`src/rtl/gabor_conv_scheduler.sv`:
```
// Gabor conv scheduler: walks the window raster x orientation banks over one shared 5x5 datapath.
// Latency: SETTLE+1 cycles from win_ack (or the previous output handshake) to out_valid.
// Backpressure: result held and sequencing frozen while out_ready is low; waits indefinitely on win_ack.
module gabor_conv_scheduler #(
    parameter int  IMG_W      = 512,
    parameter int  IMG_H      = 512,
    parameter int  KERNEL     = 5,
    parameter int  NUM_ORIENT = 4,
    parameter int  RES_W      = 26,
    parameter int  SETTLE     = 2,
    parameter int  SUM_W      = RES_W + 3,
    localparam int OW         = (NUM_ORIENT > 1) ? $clog2(NUM_ORIENT) : 1
) (
    input  logic                    clk,
    input  logic                    rst_n,
    input  logic                    start,
    output logic                    win_req,
    output logic [15:0]             win_row,
    output logic [15:0]             win_col,
    input  logic                    win_ack,
    output logic [OW-1:0]           coeff_sel,
    input  logic signed [RES_W-1:0] res1,
    input  logic signed [RES_W-1:0] res2,
    input  logic signed [RES_W-1:0] res3,
    input  logic signed [RES_W-1:0] res4,
    input  logic signed [RES_W-1:0] res5,
    output logic                    out_valid,
    input  logic                    out_ready,
    output logic signed [SUM_W-1:0] out_data,
    output logic [OW-1:0]           out_orient,
    output logic [15:0]             out_row,
    output logic [15:0]             out_col,
    output logic                    busy,
    output logic                    done
);
    localparam int            CW          = $clog2(SETTLE + 1);
    localparam logic [15:0]   COL_LAST    = 16'(IMG_W - KERNEL);
    localparam logic [15:0]   ROW_LAST    = 16'(IMG_H - KERNEL);
    localparam logic [OW-1:0] ORIENT_LAST = OW'(NUM_ORIENT - 1);

    typedef enum logic [2:0] {IDLE, REQ, WAIT, CAP, OUT, DONE} state_t;

    state_t                  state, state_nxt;
    logic [15:0]             row, col;
    logic [CW-1:0]           settle_cnt;
    logic                    xfer, last_orient, last_win;
    logic signed [SUM_W-1:0] sum_c;

    assign xfer        = (state == OUT) && out_ready;
    assign last_orient = (coeff_sel == ORIENT_LAST);
    assign last_win    = (col == COL_LAST) && (row == ROW_LAST);
    assign sum_c       = SUM_W'(res1) + SUM_W'(res2) + SUM_W'(res3) + SUM_W'(res4) + SUM_W'(res5);

    assign win_req = (state == REQ);
    assign win_row = row;
    assign win_col = col;
    assign busy    = (state == REQ) || (state == WAIT) || (state == CAP) || (state == OUT);
    assign done    = (state == DONE);

    always_ff @(posedge clk or negedge rst_n) begin
        if (!rst_n) state <= IDLE;
        else        state <= state_nxt;
    end

    // The CAP cycle is the last settle cycle, so WAIT lasts SETTLE-1 cycles (skipped when SETTLE==1).
    always_comb begin
        state_nxt = state;
        case (state)
            IDLE: if (start) state_nxt = REQ;
            REQ:  if (win_ack) state_nxt = (SETTLE > 1) ? WAIT : CAP;
            WAIT: if (settle_cnt == CW'(SETTLE - 2)) state_nxt = CAP;
            CAP:  state_nxt = OUT;
            OUT: begin
                if (out_ready) begin
                    if (!last_orient)   state_nxt = (SETTLE > 1) ? WAIT : CAP;
                    else if (!last_win) state_nxt = REQ;
                    else                state_nxt = DONE;
                end
            end
            DONE:    state_nxt = IDLE;
            default: state_nxt = IDLE;
        endcase
    end

    always_ff @(posedge clk or negedge rst_n) begin
        if (!rst_n) begin
            row        <= '0;
            col        <= '0;
            coeff_sel  <= '0;
            settle_cnt <= '0;
            out_valid  <= 1'b0;
            out_data   <= '0;
            out_orient <= '0;
            out_row    <= '0;
            out_col    <= '0;
        end else begin
            if (state == IDLE && start) begin
                row <= '0;
                col <= '0;
            end
            if (state == REQ && win_ack) begin
                coeff_sel  <= '0;
                settle_cnt <= '0;
            end
            if (state == WAIT) settle_cnt <= settle_cnt + CW'(1);
            if (state == CAP) begin
                out_data   <= sum_c;
                out_orient <= coeff_sel;
                out_row    <= row;
                out_col    <= col;
                out_valid  <= 1'b1;
            end
            if (xfer) begin
                out_valid  <= 1'b0;
                settle_cnt <= '0;
                if (!last_orient) begin
                    coeff_sel <= coeff_sel + OW'(1);
                end else if (col != COL_LAST) begin
                    col <= col + 16'd1;
                end else if (row != ROW_LAST) begin
                    col <= '0;
                    row <= row + 16'd1;
                end
            end
        end
    end
endmodule

```
`config.mk`:
```
export PLATFORM = sky130hd
export DESIGN_NAME = gabor_conv_scheduler
export DESIGN_NICKNAME = d
export VERILOG_FILES = /design/src/rtl/gabor_conv_scheduler.sv
export SDC_FILE = /design/constraint.sdc
export NUM_CORES = 1
export LEC_CHECK = 0
export CAP_MARGIN = 5
export CORE_UTILIZATION = 40
export CTS_CLUSTER_DIAMETER = 50
export CTS_CLUSTER_SIZE = 30
export DETAILED_ROUTE_END_ITERATION = 8
export PLACE_DENSITY = 0.75
export SLEW_MARGIN = 20
export SYNTH_ARGS = -nofsm -noshare
export SYNTH_HDL_FRONTEND = slang
export SYNTH_SLANG_ARGS = --single-unit
```
`constraint.sdc`:
```
create_clock -name clk -period 1.98 [get_ports clk]
set_clock_uncertainty 0.05 [all_clocks]
set_input_delay 0.297 -clock clk [delete_from_list [all_inputs] [get_ports clk]]
set_output_delay 0.297 -clock clk [all_outputs]
set_load 0.01 [all_outputs]
```
==> results_dict.tcl <==
set metrics [dict create \
    place_area_sq_um 12000 \
    status "finished, violations left" \
    clock_path_buffers 2 \
    cts_sinks 103 \
    rsz0062_at_grt "true" \
    vias_per_cell 4.94 \
    num-nets-final 1631 \
    grt_pass1_wl_um 39700 \
    period_minus_slack_ns 3.75 \
    grt.total_usage_pct 23.2 \
    cts_root_buffer "clkbuf_16" \
    crit_fanout 3 \
    critPathLaunchType "input port" \
    clk_pin_slew_ns 0.07 \
    synth_most_common_cell "inv_1" \
    syn_area_sq_um 8260 \
    period_share_pct 190 \
    yosysTopAreaCell "dfrtp_1" \
    crit_start "res2[6]" \
    antenna_cells 0 \
    hold_ws_ns 0.363 \
    core_area_sq_um 20200 \
    fp-row-count 52 \
    numCtsBuffers 9 \
    setup_viol_count_final 42 \
    io_buffers 235 \
    end_kind "flop" \
    synth_fp_nets 1218 \
    total_power_mw 16.1 \
    cts_tree "built" \
    final_max_slew_viol_count 0 \
    p_per_area_nw_per_um2 1160 \
    final_design_area_no_fill_sq_um 13800 \
    wl_um 25200 \
    synth-edff-count 0 \
    die_h_um 146 \
    max_cap_violations 0 \
    layout-drive-gt1-share_pct 33.1 \
    irDropWorstVdd_mv 0.650 \
    worst_pin_slew_ns 0.455 \
    synth-async-reset-ratio_pct 100 \
    worstPathArrival_ns 4.00 \
    hpwlAfterDp_um 17900 \
    fin_tns_setup_ns -38.98 \
    yosysUniqueCellTypes 62 \
    r2r_start "win_col[14]" \
    hold_class "in2async" \
    syn_inst 970 \
    yosysSeqAreaShare_pct 31.2 \
    layout.cells.non_filler 1658 \
    htree_num_levels 3 \
    grt_pass1_vias 8545 \
    vias 8187 \
    finalHoldViolations 0 \
    dp_cells 1584 \
    fmax_mhz 266 \
    drt_iter0_drc 354 \
    critical_path_class "in2reg" \
    grt_overflow_total 0 \
    gp_congestion 0.870 \
    initial_core_util_pct 40.8 \
    grt_antenna_before_repair 0 \
    yosys.area.top_type_share_pct 31.2 \
    pre_cts_slack_ns -2.64 \
    ios 236 \
    post-route-drc-count 0 \
    required_ns 2.23 \
    drtPass1Iterations 5 \
    ys_ff_latch 103 \
    ys.flop_type "dfrtp_1" \
    post-route-util_pct 68.3 \
    violations "setup timing" \
    die_area_sq_um 21200 \
    clock_latency_ns 0.36 \
    avgSynthCellArea_sq_um 8.51 \
    ant_nets 0 \
    area_delta_synth_final_pct 67.5 \
    die_w_um 146 \
    yosysWarnings 0 \
    ys_top_cells_by_count "217 x inv_1, 179 x nand2_1, 103 x dfrtp_1, 80 x fa_1, 68 x o21ai_0" \
    wl_per_cell_um 15.2 \
    final.setup.worst_slack_ns -1.77 \
    synth_area_leaders "dfrtp_1 31%, fa_1 19%, inv_1 9.9%, nand2_1 8.1%, ha_1 5.0%" \
    relSlewSlack_pct 69.5 \
    p_leak_nw 6.91 \
    grt_max_degree 44 \
]
-- final timing paths --
check | end | slack [ns] | depth (start not counted)
max reg2reg | win_col[9] | -0.05 | 9
min in group clk | out_col[7] | 0.42 | 2
max | out_data[27] | -1.77 | 14
max in group asynchronous | win_col[2] | 0.93 | 3
min | out_data[1] | 0.36 | 2
min reg2reg | out_col[7] | 0.42 | 2
-- critical path, cell delays in order --
cell and delay (ns):
clkdlybuf4s15_1 0.16, inv_1 0.05, fa_1 0.50, inv_1 0.06, fa_1 0.46, fa_1 0.52, ha_4 0.29, and3_4 0.17
a221o_1 0.26, a41oi_2 0.15, buf_4 0.18, or4b_4 0.54, a211o_1 0.28, nand3_1 0.07
-- layer usage --
| metal | routed length [um] | vias to the layer above | GRT usage [%] | share of wire [%] |
|---|---|---|---|---|
| met2 | 13500 | 284 | 42.9 | 54 |
| li1 | - | 3867 | - | - |
| met1 | 9360 | 3967 | 25.7 | 37 |
| met3 | 1390 | 69 | 5.08 | 5.5 |
| met5 | 0 | - | 0 | 0 |
| met4 | 918 | 0 | 9.53 | 3.6 |
-- registers in the layout (all words and copies together) (netlist names) --
register / cells
coeff_sel: 2
out_col: 16
out_data: 29
out_orient: 2
out_row: 16
out_valid: 1
settle_cnt: 2
state: 3
win_col: 16
win_row: 16
-- final cells by class --
| type | count | area (sq um) |
|---|---|---|
| well taps | 270 | 338 |
| clock buffers | 9 | 225 |
| multi-input cells | 617 | 5810 |
| inverters | 218 | 830 |
| fillers | 1479 | 6410 |
| clock inverters | 7 | 55.1 |
| flip-flops and latches | 103 | 2580 |
| repair buffers | 434 | 3990 |
-- cells in the final DEF, fill, tap and decap left out, drive strengths merged, types with 13 or more instances in the layout --
cell	count
nand3	30
dfrtp	103
a21oi	34
a21o	14
ha	33
dlymetal6s2s	13
nor2	29
fa	80
xor2	14
clkdlybuf4s50	177
buf	216
dlygate4sd2	15
xnor2	17
o21ai	68
nand2	179
inv	220
clkbuf	14
-- cell families after synthesis --
kind of cell	synth area share, %
and+or+nand+nor	16.6
buffers and inverters	11.6
AOI/OAI and AO/OA	12.2
adders and majority gates	24.4
DFF	31.2
xor gates and xnor gates	3.29
muxes	0.758
-- power by group --
group	internal, mW	switching, mW
clock network	0.868	0.871
logic	6.03	5.57
registers	2.49	0.230
total	9.39	6.67
-- timing repair --
action	CTS	global route
hold buffers	1	0
buffers inserted	47	26
hold endpoints to repair	25	0
pin swaps	147	111
resized for setup	270	179
endpoints found under the setup margin	60	61
cloned	0	1
Note: power is estimated with default switching activity, not from simulation.
